## config.mk

```make
export PLATFORM = sky130hd
export DESIGN_NAME = intr_cntrl_param
export DESIGN_NICKNAME = d
export VERILOG_FILES = /design/src/rtl/intr_cntrl_param_pkg.sv /design/src/rtl/intr_prio_arb.sv /design/src/rtl/intr_cntrl_param.sv
export SDC_FILE = /design/constraint.sdc
export NUM_CORES = 1
export LEC_CHECK = 0
export ABC_AREA = 1
export CELL_PAD_IN_SITES_DETAIL_PLACEMENT = 1
export CELL_PAD_IN_SITES_GLOBAL_PLACEMENT = 1
export CORE_MARGIN = 5
export CORE_UTILIZATION = 48
export CTS_CLUSTER_SIZE = 24
export DETAILED_ROUTE_END_ITERATION = 10
export PLACE_DENSITY_LB_ADDON = 0.1
export SLEW_MARGIN = 20
export SYNTH_ARGS = -nofsm -noshare
export SYNTH_HDL_FRONTEND = slang
export SYNTH_HIERARCHICAL = 1
export SYNTH_SLANG_ARGS = --single-unit
```

## constraint.sdc

```tcl
create_clock -name clk_in -period 47.5 [get_ports clk_in]
set_clock_uncertainty 0.2 [all_clocks]
set_input_delay 7.125 -clock clk_in [delete_from_list [all_inputs] [get_ports clk_in]]
set_output_delay 7.125 -clock clk_in [all_outputs]
set_load 0.005 [all_outputs]
```

## src/rtl/intr_cntrl_param_pkg.sv

```systemverilog
`default_nettype none
// ============================================================================
//  Module      : intr_cntrl_param_pkg
//  Description : Shared op codes, arbitration modes and FSM states for the
//                parametrised interrupt controller.
//  Revision    : 1.0 - initial release
// ============================================================================
package intr_cntrl_param_pkg;

    localparam logic [1:0] c_OP_MODE = 2'b00;
    localparam logic [1:0] c_OP_RANK = 2'b01;
    localparam logic [1:0] c_OP_MASK = 2'b10;
    localparam logic [1:0] c_OP_TRIG = 2'b11;

    typedef enum logic [1:0] {
        MODE_FIXED  = 2'd0,
        MODE_PRIO   = 2'd1,
        MODE_ROTATE = 2'd2,
        MODE_RSVD   = 2'd3
    } arb_mode_e;

    typedef enum logic [1:0] {
        ST_IDLE    = 2'd0,
        ST_RAISE   = 2'd1,
        ST_VECTOR  = 2'd2,
        ST_SERVICE = 2'd3
    } state_e;

    // Source index successor, wrapping at the number of sources.
    function automatic int unsigned wrap_inc(input int unsigned idx, input int unsigned n);
        return (idx + 1 >= n) ? 0 : idx + 1;
    endfunction

endpackage : intr_cntrl_param_pkg
`default_nettype wire

```

## src/rtl/intr_prio_arb.sv

```systemverilog
`default_nettype none
// ============================================================================
//  Module      : intr_prio_arb
//  Description : Combinational winner selection over pending sources in
//                fixed-ID, programmable-rank or rotating mode.
//  Revision    : 1.0 - initial release
// ============================================================================
module intr_prio_arb
    import intr_cntrl_param_pkg::*;
#(
    parameter int N_SRC = 16,
    parameter int ID_W  = $clog2(N_SRC)
)(
    input  logic [N_SRC-1:0]           i_pend,
    input  logic [N_SRC-1:0][ID_W-1:0] i_rank,
    input  arb_mode_e                  i_mode,
    input  logic [ID_W-1:0]            i_rr_ptr,
    output logic                       o_valid,
    output logic [ID_W-1:0]            o_id
);

    logic [ID_W-1:0] w_fix_id;
    logic [ID_W-1:0] w_prio_id;
    logic [ID_W-1:0] w_prio_rank;
    logic [ID_W-1:0] w_rot_id;
    logic            w_rot_vld;

    // Scanning downwards lets the lowest qualifying index win without a break.
    always_comb begin
        w_fix_id    = '0;
        w_prio_id   = '0;
        w_prio_rank = '1;
        w_rot_id    = '0;
        w_rot_vld   = 1'b0;
        for (int i = N_SRC - 1; i >= 0; i--) begin
            if (i_pend[i]) begin
                w_fix_id = ID_W'(i);
                if (i_rank[i] <= w_prio_rank) begin
                    w_prio_id   = ID_W'(i);
                    w_prio_rank = i_rank[i];
                end
                if (ID_W'(i) >= i_rr_ptr) begin
                    w_rot_id  = ID_W'(i);
                    w_rot_vld = 1'b1;
                end
            end
        end
    end

    always_comb begin
        o_valid = |i_pend;
        case (i_mode)
            MODE_PRIO:   o_id = w_prio_id;
            MODE_ROTATE: o_id = w_rot_vld ? w_rot_id : w_fix_id;
            default:     o_id = w_fix_id;
        endcase
    end

endmodule : intr_prio_arb
`default_nettype wire

```

## src/rtl/intr_cntrl_param.sv

```systemverilog
`default_nettype none
// ============================================================================
//  Module      : intr_cntrl_param
//  Description : Parametrised interrupt controller with mask/trigger config,
//                three arbitration modes and a raise/vector/EOI handshake.
//  Revision    : 1.0 - initial release
// ============================================================================
module intr_cntrl_param
    import intr_cntrl_param_pkg::*;
#(
    parameter int               N_SRC    = 16,
    parameter int               ID_W     = $clog2(N_SRC),
    parameter int               BUS_W    = 16,
    parameter logic [BUS_W-1:0] VEC_BASE = 16'h5800,
    parameter logic [BUS_W-1:0] EOI_BASE = 16'hA000
)(
    input  logic             clk_in,
    input  logic             rst_n_in,
    input  logic [N_SRC-1:0] intr_rq,
    input  logic             cmd_we,
    input  logic [BUS_W-1:0] cmd_data,
    input  logic [BUS_W-1:0] intr_bus_in,
    input  logic             intr_ack_n,
    output logic             intr_out,
    output logic             bus_oe,
    output logic [BUS_W-1:0] intr_bus_out,
    output logic [ID_W-1:0]  cur_id,
    output logic             busy,
    output logic             err_pulse
);

    arb_mode_e                  r_mode;
    logic [N_SRC-1:0][ID_W-1:0] r_rank;
    logic [N_SRC-1:0]           r_mask;
    logic [N_SRC-1:0]           r_trig;
    logic [N_SRC-1:0]           r_rq;
    logic [N_SRC-1:0]           r_edge;
    logic                       r_ack_n_q;
    logic [ID_W-1:0]            r_rr_ptr;
    state_e                     r_state;
    logic [ID_W-1:0]            r_cur_id;
    logic                       r_intr_out;
    logic                       r_bus_oe;
    logic [BUS_W-1:0]           r_bus_out;
    logic                       r_err;

    state_e                     w_state_nxt;
    logic [N_SRC-1:0]           w_pend;
    logic [N_SRC-1:0]           w_edge_set;
    logic [N_SRC-1:0]           w_edge_clr_vec;
    logic                       w_edge_clr;
    logic                       w_ack;
    logic                       w_cmd_ok;
    logic                       w_eoi_ok;
    logic                       w_err;
    logic                       w_arb_vld;
    logic [ID_W-1:0]            w_arb_id;
    logic [1:0]                 w_op;
    logic [ID_W-1:0]            w_cmd_id;
    logic [BUS_W-1:0]           w_vec_word;
    logic [BUS_W-1:0]           w_eoi_word;

    assign w_op       = cmd_data[BUS_W-1:BUS_W-2];
    assign w_cmd_id   = cmd_data[ID_W-1:0];
    assign w_ack      = r_ack_n_q & ~intr_ack_n;
    assign w_vec_word = VEC_BASE | BUS_W'(r_cur_id);
    assign w_eoi_word = EOI_BASE | BUS_W'(r_cur_id);

    // Masked edges are never latched, so unmasking later cannot replay them.
    assign w_edge_set     = intr_rq & ~r_rq & r_trig & ~r_mask;
    assign w_edge_clr_vec = w_edge_clr ? ({{(N_SRC-1){1'b0}}, 1'b1} << r_cur_id) : '0;
    assign w_pend         = ((~r_trig & r_rq) | (r_trig & r_edge)) & ~r_mask;

    generate
        if (BUS_W - 2 > 2 * ID_W) begin : g_unused_payload
            logic w_unused_payload;
            assign w_unused_payload = ^cmd_data[BUS_W-3:2*ID_W];
        end
    endgenerate

    intr_prio_arb #(
        .N_SRC (N_SRC),
        .ID_W  (ID_W)
    ) u_arb (
        .i_pend   (w_pend),
        .i_rank   (r_rank),
        .i_mode   (r_mode),
        .i_rr_ptr (r_rr_ptr),
        .o_valid  (w_arb_vld),
        .o_id     (w_arb_id)
    );

    always_comb begin
        w_state_nxt = r_state;
        w_cmd_ok    = 1'b0;
        w_eoi_ok    = 1'b0;
        w_edge_clr  = 1'b0;
        w_err       = 1'b0;
        if (cmd_we) begin
            if (r_state == ST_IDLE) w_cmd_ok = 1'b1;
            else                    w_err    = 1'b1;
        end
        case (r_state)
            ST_IDLE: begin
                if (w_arb_vld) w_state_nxt = ST_RAISE;
            end
            ST_RAISE: begin
                // An ack arriving with the drop still gets its vector.
                if (w_ack) begin
                    w_state_nxt = ST_VECTOR;
                    w_edge_clr  = 1'b1;
                end else if (!r_trig[r_cur_id] && !r_rq[r_cur_id]) begin
                    w_state_nxt = ST_IDLE;
                end
            end
            ST_VECTOR: begin
                if (w_ack) w_state_nxt = ST_SERVICE;
            end
            ST_SERVICE: begin
                if (w_ack) begin
                    if (intr_bus_in == w_eoi_word) begin
                        w_state_nxt = ST_IDLE;
                        w_eoi_ok    = 1'b1;
                    end else begin
                        w_err = 1'b1;
                    end
                end
            end
            default: w_state_nxt = ST_IDLE;
        endcase
    end

    always_ff @(posedge clk_in or negedge rst_n_in) begin
        if (!rst_n_in) begin
            r_mode    <= MODE_FIXED;
            for (int i = 0; i < N_SRC; i++) r_rank[i] <= ID_W'(i);
            r_mask    <= '0;
            r_trig    <= '0;
            r_rq      <= '0;
            r_edge    <= '0;
            r_ack_n_q <= 1'b1;
            r_rr_ptr  <= '0;
        end else begin
            r_rq      <= intr_rq;
            r_ack_n_q <= intr_ack_n;
            r_edge    <= ((r_edge & ~w_edge_clr_vec) | w_edge_set) & r_trig;
            if (w_eoi_ok) r_rr_ptr <= ID_W'(wrap_inc(int'(r_cur_id), N_SRC));
            if (w_cmd_ok) begin
                case (w_op)
                    c_OP_MODE: r_mode           <= arb_mode_e'(cmd_data[1:0]);
                    c_OP_RANK: r_rank[w_cmd_id] <= cmd_data[2*ID_W-1:ID_W];
                    c_OP_MASK: r_mask[w_cmd_id] <= cmd_data[ID_W];
                    c_OP_TRIG: r_trig[w_cmd_id] <= cmd_data[ID_W];
                    default:   ;
                endcase
            end
        end
    end

    // Handshake outputs follow the state register by one cycle.
    always_ff @(posedge clk_in or negedge rst_n_in) begin
        if (!rst_n_in) begin
            r_state    <= ST_IDLE;
            r_cur_id   <= '0;
            r_intr_out <= 1'b0;
            r_bus_oe   <= 1'b0;
            r_bus_out  <= '0;
            r_err      <= 1'b0;
        end else begin
            r_state    <= w_state_nxt;
            if (r_state == ST_IDLE && w_arb_vld) r_cur_id <= w_arb_id;
            r_intr_out <= (r_state == ST_RAISE) || (r_state == ST_VECTOR);
            r_bus_oe   <= (r_state == ST_VECTOR);
            r_bus_out  <= (r_state == ST_VECTOR) ? w_vec_word : '0;
            r_err      <= w_err;
        end
    end

    assign intr_out     = r_intr_out;
    assign bus_oe       = r_bus_oe;
    assign intr_bus_out = r_bus_out;
    assign cur_id       = r_cur_id;
    assign busy         = (r_state != ST_IDLE);
    assign err_pulse    = r_err;

endmodule : intr_cntrl_param
`default_nettype wire

```

==> PnR_summary.wiki <==
{| class="wikitable"
! Metric !! Value
|-
| Capturing element type of the critical path || register
|-
| Fraction of final layout cells sized beyond drive strength 1 || 16.7%
|-
| Startpoint kind of the worst setup timing path || register
|-
| Max Clk Rate || 0.0555 GHz
|-
| Post-cts repair resize count || 0
|-
| Iter 0 DRT Violations || 508
|-
| Crit-path slowest cell || a211oi_4
|-
| Worst-path clk slew || 0.06 ns
|-
| Synthesized instance count || 1,414
|-
| Skew-Pair Late Insertion Delay || 0.42 ns
|-
| Distinct cell type count of the synthesized netlist || 59
|-
| Synth async-reset ratio || 100%
|-
| PortBufs || 60
|-
| Post-synthesis instance area || 10,700 um^2
|-
| Std-Cell Rows || 54
|-
| Minimum setup slack among reg-to-reg paths || 29.49 ns
|-
| First-pass GRT wire length || 50,700 um
|-
| Nets || 1,570
|-
| Count of boundary I/O pins || 76
|-
| Maximum level of the CTS H-tree || 4
|-
| Longest individual stage delay on the worst path || 0.66 ns
|-
| Cell occurring most often along the worst timing path || nand2_1
|-
| Number of search-and-repair iterations in the first detailed-routing pass || 5
|-
| Count of vias placed by the detailed router || 9,619
|-
| Post-route minimum period || 18.01 ns
|-
| Flops & latches, synth || 148
|-
| Leading cell types by total area after synthesis || dfrtp_1 27%, nand2_1 10%, dfstp_2 8.1%
|-
| Number of max-cap violations || 0
|-
| Top_reg_cell synth || dfrtp_1
|-
| Number of buffers inserted during clock tree synthesis || 17
|-
| Clock Root Buffer || clkbuf_16
|-
| Per-cell via count in the routed design || 5.45
|-
| Top post-synthesis cells by count || 285 x nand2_1, 194 x inv_1, 115 x dfrtp_1, 115 x o21ai_0, 102 x nand3_1
|-
| Placeable Area || 21,900 um^2
|-
| Wire per inst || 17.1 um
|-
| Share of synthesized area occupied by flip-flops and latches || 35.0%
|-
| Final Hold Vio Count || 0
|-
| Worst path arrival time || 18.15 ns
|-
| Area of the die || 25,400 um^2
|-
| Post-CTS setup buffers || 0
|-
| Clock tree from TritonCTS || yes
|-
| Startpoint of the worst hold path || r_rank[12]$_DFFE_PN1P_
|-
| Final antenna diode count || 0
|-
| Cell taking the most area after synthesis || dfrtp_1
|-
| Slew Limit Fails || 0
|-
| Finish-stage setup viols || 0
|-
| RSZ-0062 raised after global routing || no
|-
| Largest net degree at the start of global routing || 99
|-
| Logic depth of the worst register-to-register path || 126
|-
| HPWL reported at the end of detailed placement || 22,800 um
|-
| Antenna violations before repair || 0
|-
| Initial Utilization || 48.9%
|-
| Die Y || 159 um
|-
| Number of buffers on the longest clock path || 2
|-
| Remaining antenna violation count || 0
|-
| Outcome || completed
|-
| Post-Route Setup TNS || 0 ns
|-
| Horiz. Die Dim || 159 um
|-
| Dominant cell by count in the synthesized netlist || nand2_1
|-
| Launching point of the worst reg2reg path || r_trig[15]$_DFFE_PN0P_
|-
| Type of the most critical hold path || register to register
|-
| Endpoint, Worst Hold || r_rank[12]$_DFFE_PN1P_
|-
| Number of buffers added to fix hold violations after cts || 0
|-
| Max FO, Critical Path || 12
|-
| Synth-to-Final Area Change || 12.6%
|-
| Ratio of final minimum period to clock period || 37.9%
|-
| Number of global-route vias before repair || 10,000
|-
| Least-Margin Pin Slew || 0.919 ns
|-
| Average footprint of a synthesized cell || 7.58 um^2
|-
| Headroom to the max-slew limit || 38.3%
|-
| Worst reg2reg endpoint || cur_id[3]$_DFFE_PN0P_
|-
| Total grt overflow || 0
|-
| Worst endpoint required time || 47.64 ns
|-
| RD Place Congestion || 0.854
|-
| DRC violations left || 0
|-
| Syn. warnings || 6
|-
| Cell depth of the worst min-delay path || 2
|-
| WL final || 30,200 um
|-
| Total routing usage reported by global routing || 24.0%
|-
| Sink count of the clock tree || 148
|-
| Number of enable flip-flop cells after synthesis || 0
|-
| Path type of the worst setup path || register to register
|-
| Fraction of synthesized cell area taken by the top area cell type || 26.9%
|}
flip-flops by register name (all words and copies together), names as in the netlist, 4 cells and up, named ones only:
name,count
r_rank,64
r_edge,16
r_mask,16
r_rq,16
r_trig,16
intr_bus_out,5
cur_id,4
r_rr_ptr,4
stage by stage:
stage	instance area [um^2]	utilization, %	hold slack [ns]	worst slack, ns	std cells
6_report	12100	55.1	0.291	29.49	1764
5_1_grt	12100	55.1	0.318	27.59	1764
4_1_cts	12100	55.1	0.294	29.01	1764
3_5_place_dp	11500	52.4	0.281	29.19	1732
3_3_place_gp	11500	52.4	0.269	29.70	1732
2_1_floorplan	10700	-	0.253	32.35	1422
worst max path at each step:
stage	from	endpoint	slack, ns	cells past startpoint
2_1_floorplan	r_trig[15]$_DFFE_PN0P_	cur_id[3]$_DFFE_PN0P_	32.35	132
3_3_place_gp	r_trig[15]$_DFFE_PN0P_	cur_id[3]$_DFFE_PN0P_	29.70	131
3_5_place_dp	r_trig[15]$_DFFE_PN0P_	cur_id[3]$_DFFE_PN0P_	29.19	129
4_1_cts	r_trig[15]$_DFFE_PN0P_	cur_id[3]$_DFFE_PN0P_	29.01	126
5_1_grt	r_trig[15]$_DFFE_PN0P_	cur_id[3]$_DFFE_PN0P_	27.59	133
6_report	r_trig[15]$_DFFE_PN0P_	cur_id[3]$_DFFE_PN0P_	29.49	126
critical path, delay by kind of cell, from the launching register on:
family          cells  cell delay, ns
simple gates       73            6.98
compound gates     25            4.75
fa+ha+maj          15            4.57
buf+inv            12            0.80
flops               1            0.46
mux                 1            0.15
layout by cell type, fill, tap and decap left out, drive strengths merged, types with 2 or more instances in the layout:
| cell type | netlist | final |
|---|---|---|
| a21oi | 62 | 62 |
| bufinv | 0 | 2 |
| o32ai | 15 | 15 |
| clkinv | 2 | 8 |
| clkbuf | 20 | 20 |
| nand3b | 18 | 18 |
| nand2 | 389 | 389 |
| o22ai | 3 | 3 |
| clkinvlp | 0 | 3 |
| o21a | 2 | 2 |
| o21ai | 126 | 126 |
| nor4 | 9 | 9 |
| o31ai | 3 | 3 |
| buf | 29 | 20 |
| nand3 | 107 | 107 |
| inv | 211 | 212 |
| conb | 1 | 9 |
| o211ai | 3 | 3 |
| or2 | 3 | 3 |
| dfrtp | 115 | 115 |
| dfstp | 33 | 33 |
| a211oi | 17 | 17 |
| nor3 | 25 | 25 |
| o21bai | 15 | 15 |
| ha | 47 | 47 |
| and3 | 8 | 8 |
| a31oi | 37 | 37 |
| nand4 | 7 | 7 |
| nor2 | 97 | 97 |
| clkdlybuf4s50 | 0 | 59 |
layer usage:
| layer | up-vias | GRT usage [%] | wire [um] |
|---|---|---|---|
| met5 | - | 0 | 0 |
| met4 | 0 | 5.08 | 366 |
| met3 | 32 | 3.05 | 1030 |
| met2 | 162 | 42.7 | 15100 |
| met1 | 4674 | 31.2 | 13700 |
| li1 | 4751 | - | - |
area by class of cell:
type,instances,area [um^2]
fill,2748,9830
clock inverter,12,129
inverter,213,805
timing repair buffer,79,744
sequential,148,3740
clock buffer,20,457
tap,280,350
multi-input combinational,1012,5830
cell families (layout without fill, tap and decap cells):
group	Yosys count	count (layout)	synth area share, %
simple gates	665	665	32.2
compound gates	287	287	15.7
buf+inv	262	324	11.2
flops	148	148	35.0
fa+ha+maj	47	47	5.49
xor+xnor	2	2	0.164
mux	2	2	0.234
other cells	1	9	0.0350
Power is not shown: default switching activity piles up to over one toggle a cycle in this logic, so the estimate is an artifact.
==> RTL change 1 (same settings) <==
The 4 states of `state_e` get a Gray code encoding in 2 bits.
--- a/src/rtl/intr_cntrl_param_pkg.sv
+++ b/src/rtl/intr_cntrl_param_pkg.sv
@@ -22,6 +22,6 @@
     typedef enum logic [1:0] {
-        ST_IDLE    = 2'd0,
-        ST_RAISE   = 2'd1,
-        ST_VECTOR  = 2'd2,
-        ST_SERVICE = 2'd3
+        ST_IDLE    = 2'b00,
+        ST_RAISE   = 2'b01,
+        ST_VECTOR  = 2'b11,
+        ST_SERVICE = 2'b10
     } state_e;
Behaviour: same outputs for any inputs over 4 cycles, from zero or initial values and one cycle with rst_n_in low; so few cycles prove little.
==> RTL change 1 against the unedited design <==
  * Worst setup slack worse by 0.40 ns
  * Hold slack worse by 0.016 ns
  * Sequential cell count unchanged
  * Wire length is 4.6% higher
  * Design area shrank 0.63%
  * Synthesized area shrank 0.89%
  * Non-clock buffer count fell by 2
==> RTL change 1: results <==
{
  "status": "complete, no violations",
  "r2r_cells": 132,
  "use_met1_pct": 31.1,
  "critPathSlowestCell": "a211oi_4",
  "clk_pin_slew_worst_paths_ns": 0.06,
  "synth_area_leaders": "dfrtp_1 27%, nand2_1 9.7%, dfstp_2 8.2%",
  "synth_cells": 1405,
  "yosys_warnings": 6,
  "synth-xor-area-share_pct": 0.0825,
  "grt_pass1_vias": 10200,
  "holdPathStages": 2,
  "grt_antenna_before_repair": 0,
  "fmax_ghz": 0.0543,
  "rrSetupSlack_ns": 29.09,
  "wl_per_cell_um": 18.0,
  "post_cts_buffers": 0,
  "pg_comb_uw": 661,
  "synthAdderAreaFrac_pct": 4.95,
  "grt_pass1_wl_mm": 51.8,
  "ys_types": 50,
  "powerDensity_mw_per_mm2": 82.3,
  "drtIter0Drc": 519,
  "met2_usage_pct": 43.2,
  "io_buffer_count": 60,
  "hold_path_end": "r_rank[4]",
  "largest-register": "r_rank",
  "end_kind": "flop",
  "stdcell_count": 1754,
  "min_from": "r_rank[4]",
  "root_buffer": "clkbuf_16",
  "clockBufferDepth": 2,
  "ys_seq_area_share_pct": 35.3,
  "dpl.hpwl_mm": 23.5,
  "dpl_worst_slack_ns": 28.69,
  "vias": 9744,
  "grt_start_max_net_pins": 104,
  "grt_use_met3_pct": 4.56,
  "synth-compound-area-share_pct": 17.0,
  "synth_common_cells": "274 x nand2_1, 182 x inv_1, 115 x dfrtp_1",
  "rr_startpoint": "r_trig[15]",
  "whs_ns": 0.275,
  "worstReg2RegEnd": "cur_id[3]",
  "vdd_drop_max_mv": 0.0306,
  "placed_area_mm2": 0.0113,
  "final_nets": 1555,
  "slowest_delay_ns": 0.62,
  "dp_cells": 1722,
  "startpoint_type": "flop",
  "gp_congestion": 0.840,
  "fillCellCount": 2773,
  "track_usage_pct": 24.7,
  "muxShareOfSynthArea_pct": 0.0943,
  "hp-class": "reg2reg",
  "cp.arrival_ns": 18.54,
  "maxSlewHeadroom_pct": 35.2,
  "drive_gt1_share_pct": 16.4
}
-- RTL change 1: cell types whose count changed after synthesis, sizes merged, moves of 9 or more --
| cell | unedited run | this run |
|---|---|---|
| o32ai | 15 | 0 |
| nor2 | 97 | 106 |
| nand2 | 389 | 379 |
| o21ai | 126 | 160 |
| a21oi | 62 | 72 |
| inv | 211 | 196 |
-- RTL change 1: area by class of cell --
| type | instances | area (µm²) | share of cell area (%) |
|---|---|---|---|
| well taps | 280 | 350 | 2.92 |
| flip-flops and latches | 148 | 3740 | 31.2 |
| multi-input cells | 1019 | 5770 | 48.1 |
| clock buffers | 23 | 468 | 3.90 |
| repair buffers | 77 | 729 | 6.09 |
| clock inverters | 9 | 178 | 1.48 |
| inverters | 198 | 748 | 6.24 |
-- RTL change 1: routing by layer --
metal	vias up	wire length [µm]
met5	-	0
met4	0	644
met3	44	1280
met2	192	15600
met1	4779	14000
li1	4729	-
==> RTL change 2 (same settings) <==
Without the edit above. `N_SRC` is set to 16 in 2 places; all go to 8.
--- a/src/rtl/intr_prio_arb.sv
+++ b/src/rtl/intr_prio_arb.sv
@@ -10,3 +10,3 @@
 #(
-    parameter int N_SRC = 16,
+    parameter int N_SRC = 8,
     parameter int ID_W  = $clog2(N_SRC)
--- a/src/rtl/intr_cntrl_param.sv
+++ b/src/rtl/intr_cntrl_param.sv
@@ -10,3 +10,3 @@
 #(
-    parameter int               N_SRC    = 16,
+    parameter int               N_SRC    = 8,
     parameter int               ID_W     = $clog2(N_SRC),
Ports: changed (resized cur_id and intr_rq); port bits go from 76 to 67. The function was not compared with the original's and may differ.
==> RTL change 2 against the unedited design <==
  * Die area fell by 54%
  * Worst setup slack better by 8.7 ns
  * Design area shrank 55%
  * Count of clock-buffer cells in the layout shrank 11
  * Global-route usage shrank 0.11 points
  * Sequential cell count shrank 75
  * Synthesized area shrank 57%
  * Wire length is 56% lower
==> RTL change 2: results <==
{
  "slowest_delay_ns": 0.54,
  "rr_startpoint": "r_trig[7]",
  "status": "complete, no violations",
  "synth_area_leaders": "dfrtp_1 32%, nand2_1 9.5%, dfstp_2 7.4%",
  "vias": 4130,
  "stdcell_count": 766,
  "hold_path_end": "r_rank[3]",
  "whs_ns": 0.281,
  "grt_start_max_net_pins": 74,
  "ys_seq_area_share_pct": 39.9,
  "use_met1_pct": 30.1,
  "rows": 35,
  "wirelength_mm": 13.1,
  "cts_max_level": 3,
  "dp_cells": 750,
  "crit_fanout": 6,
  "r2r_cells": 59,
  "gp_congestion": 0.809,
  "ys_types": 41,
  "clk_latency_ns": 0.36,
  "min_from": "r_rank[3]",
  "root_buffer": "clkbuf_8",
  "fillCellCount": 1186,
  "clk_pin_slew_worst_paths_ns": 0.09,
  "cp.arrival_ns": 1.95,
  "grt_pass1_wl_mm": 21.8,
  "synth_cells": 580,
  "synth_common_cells": "117 x nand2_1, 79 x inv_1, 60 x dfrtp_1",
  "drive_gt1_share_pct": 12.1,
  "critPathSlowestCell": "clkdlybuf4s50_1",
  "io_buffer_count": 48,
  "final_nets": 702
}
RTL change 2: cell types whose count changed in the layout (fill, tap and decap cells not counted), moves of 18 or more:
cell,unedited run,this run
nand2_2,64,8
o21ai_0,115,43
nor2_1,82,46
dfstp_2,33,13
a31oi_1,37,19
dfrtp_1,115,60
inv_1,194,79
nand2_4,35,9
ha_1,47,26
a21oi_1,61,35
nand3_1,102,18
nand2_1,285,117
RTL change 2: layout make-up:
class / count / share of cell area, %
multi-input cells: 413 / 44.0
inverters: 85 / 5.91
clock inverters: 7 / 1.58
well taps: 129 / 2.99
flip-flops and latches: 73 / 34.2
clock buffers: 9 / 2.30
repair buffers: 50 / 9.09
RTL change 2: cell families (layout without fill, tap and decap cells):
family	Yosys count	after routing	synth area share (%)
compound gates	132	132	16.9
simple gates	245	245	26.5
buf+inv	103	151	9.55
fa+ha+maj	26	26	7.03
flops	73	73	39.9
other cells	1	10	0.0811
RTL change 2: power breakdown:
part           switching, mW  internal, mW  total [mW]
Combinational          0.143        0.0888       0.231
Sequential            0.0209        0.0837       0.105
Clock                 0.0278        0.0253      0.0531
Total                  0.191         0.198       0.389
RTL change 2: metal layers:
metal,share of wire [%],routed length [µm]
met1,44,5790
met2,50,6620
met3,3.9,513
met4,1.7,221
met5,0,0
RTL change 2: worst max path at each step:
stage,from,endpoint,slack [ns],depth (start not counted)
floorplan,cmd_we,r_mask[2],39.29,5
global placement,cmd_data[2],r_rank[12],38.25,6
detailed placement,cmd_data[0],r_rank[22],38.20,5
CTS,r_state[0],busy,38.22,4
global route,r_trig[7],cur_id[2],37.46,59
finish,r_state[0],busy,38.23,4
RTL change 2: critical path, delay by kind of cell (launching register included):
kind	cells	cell delay, ns
buffers and inverters	3	0.81
DFF	1	0.47
adders and majority gates	1	0.31
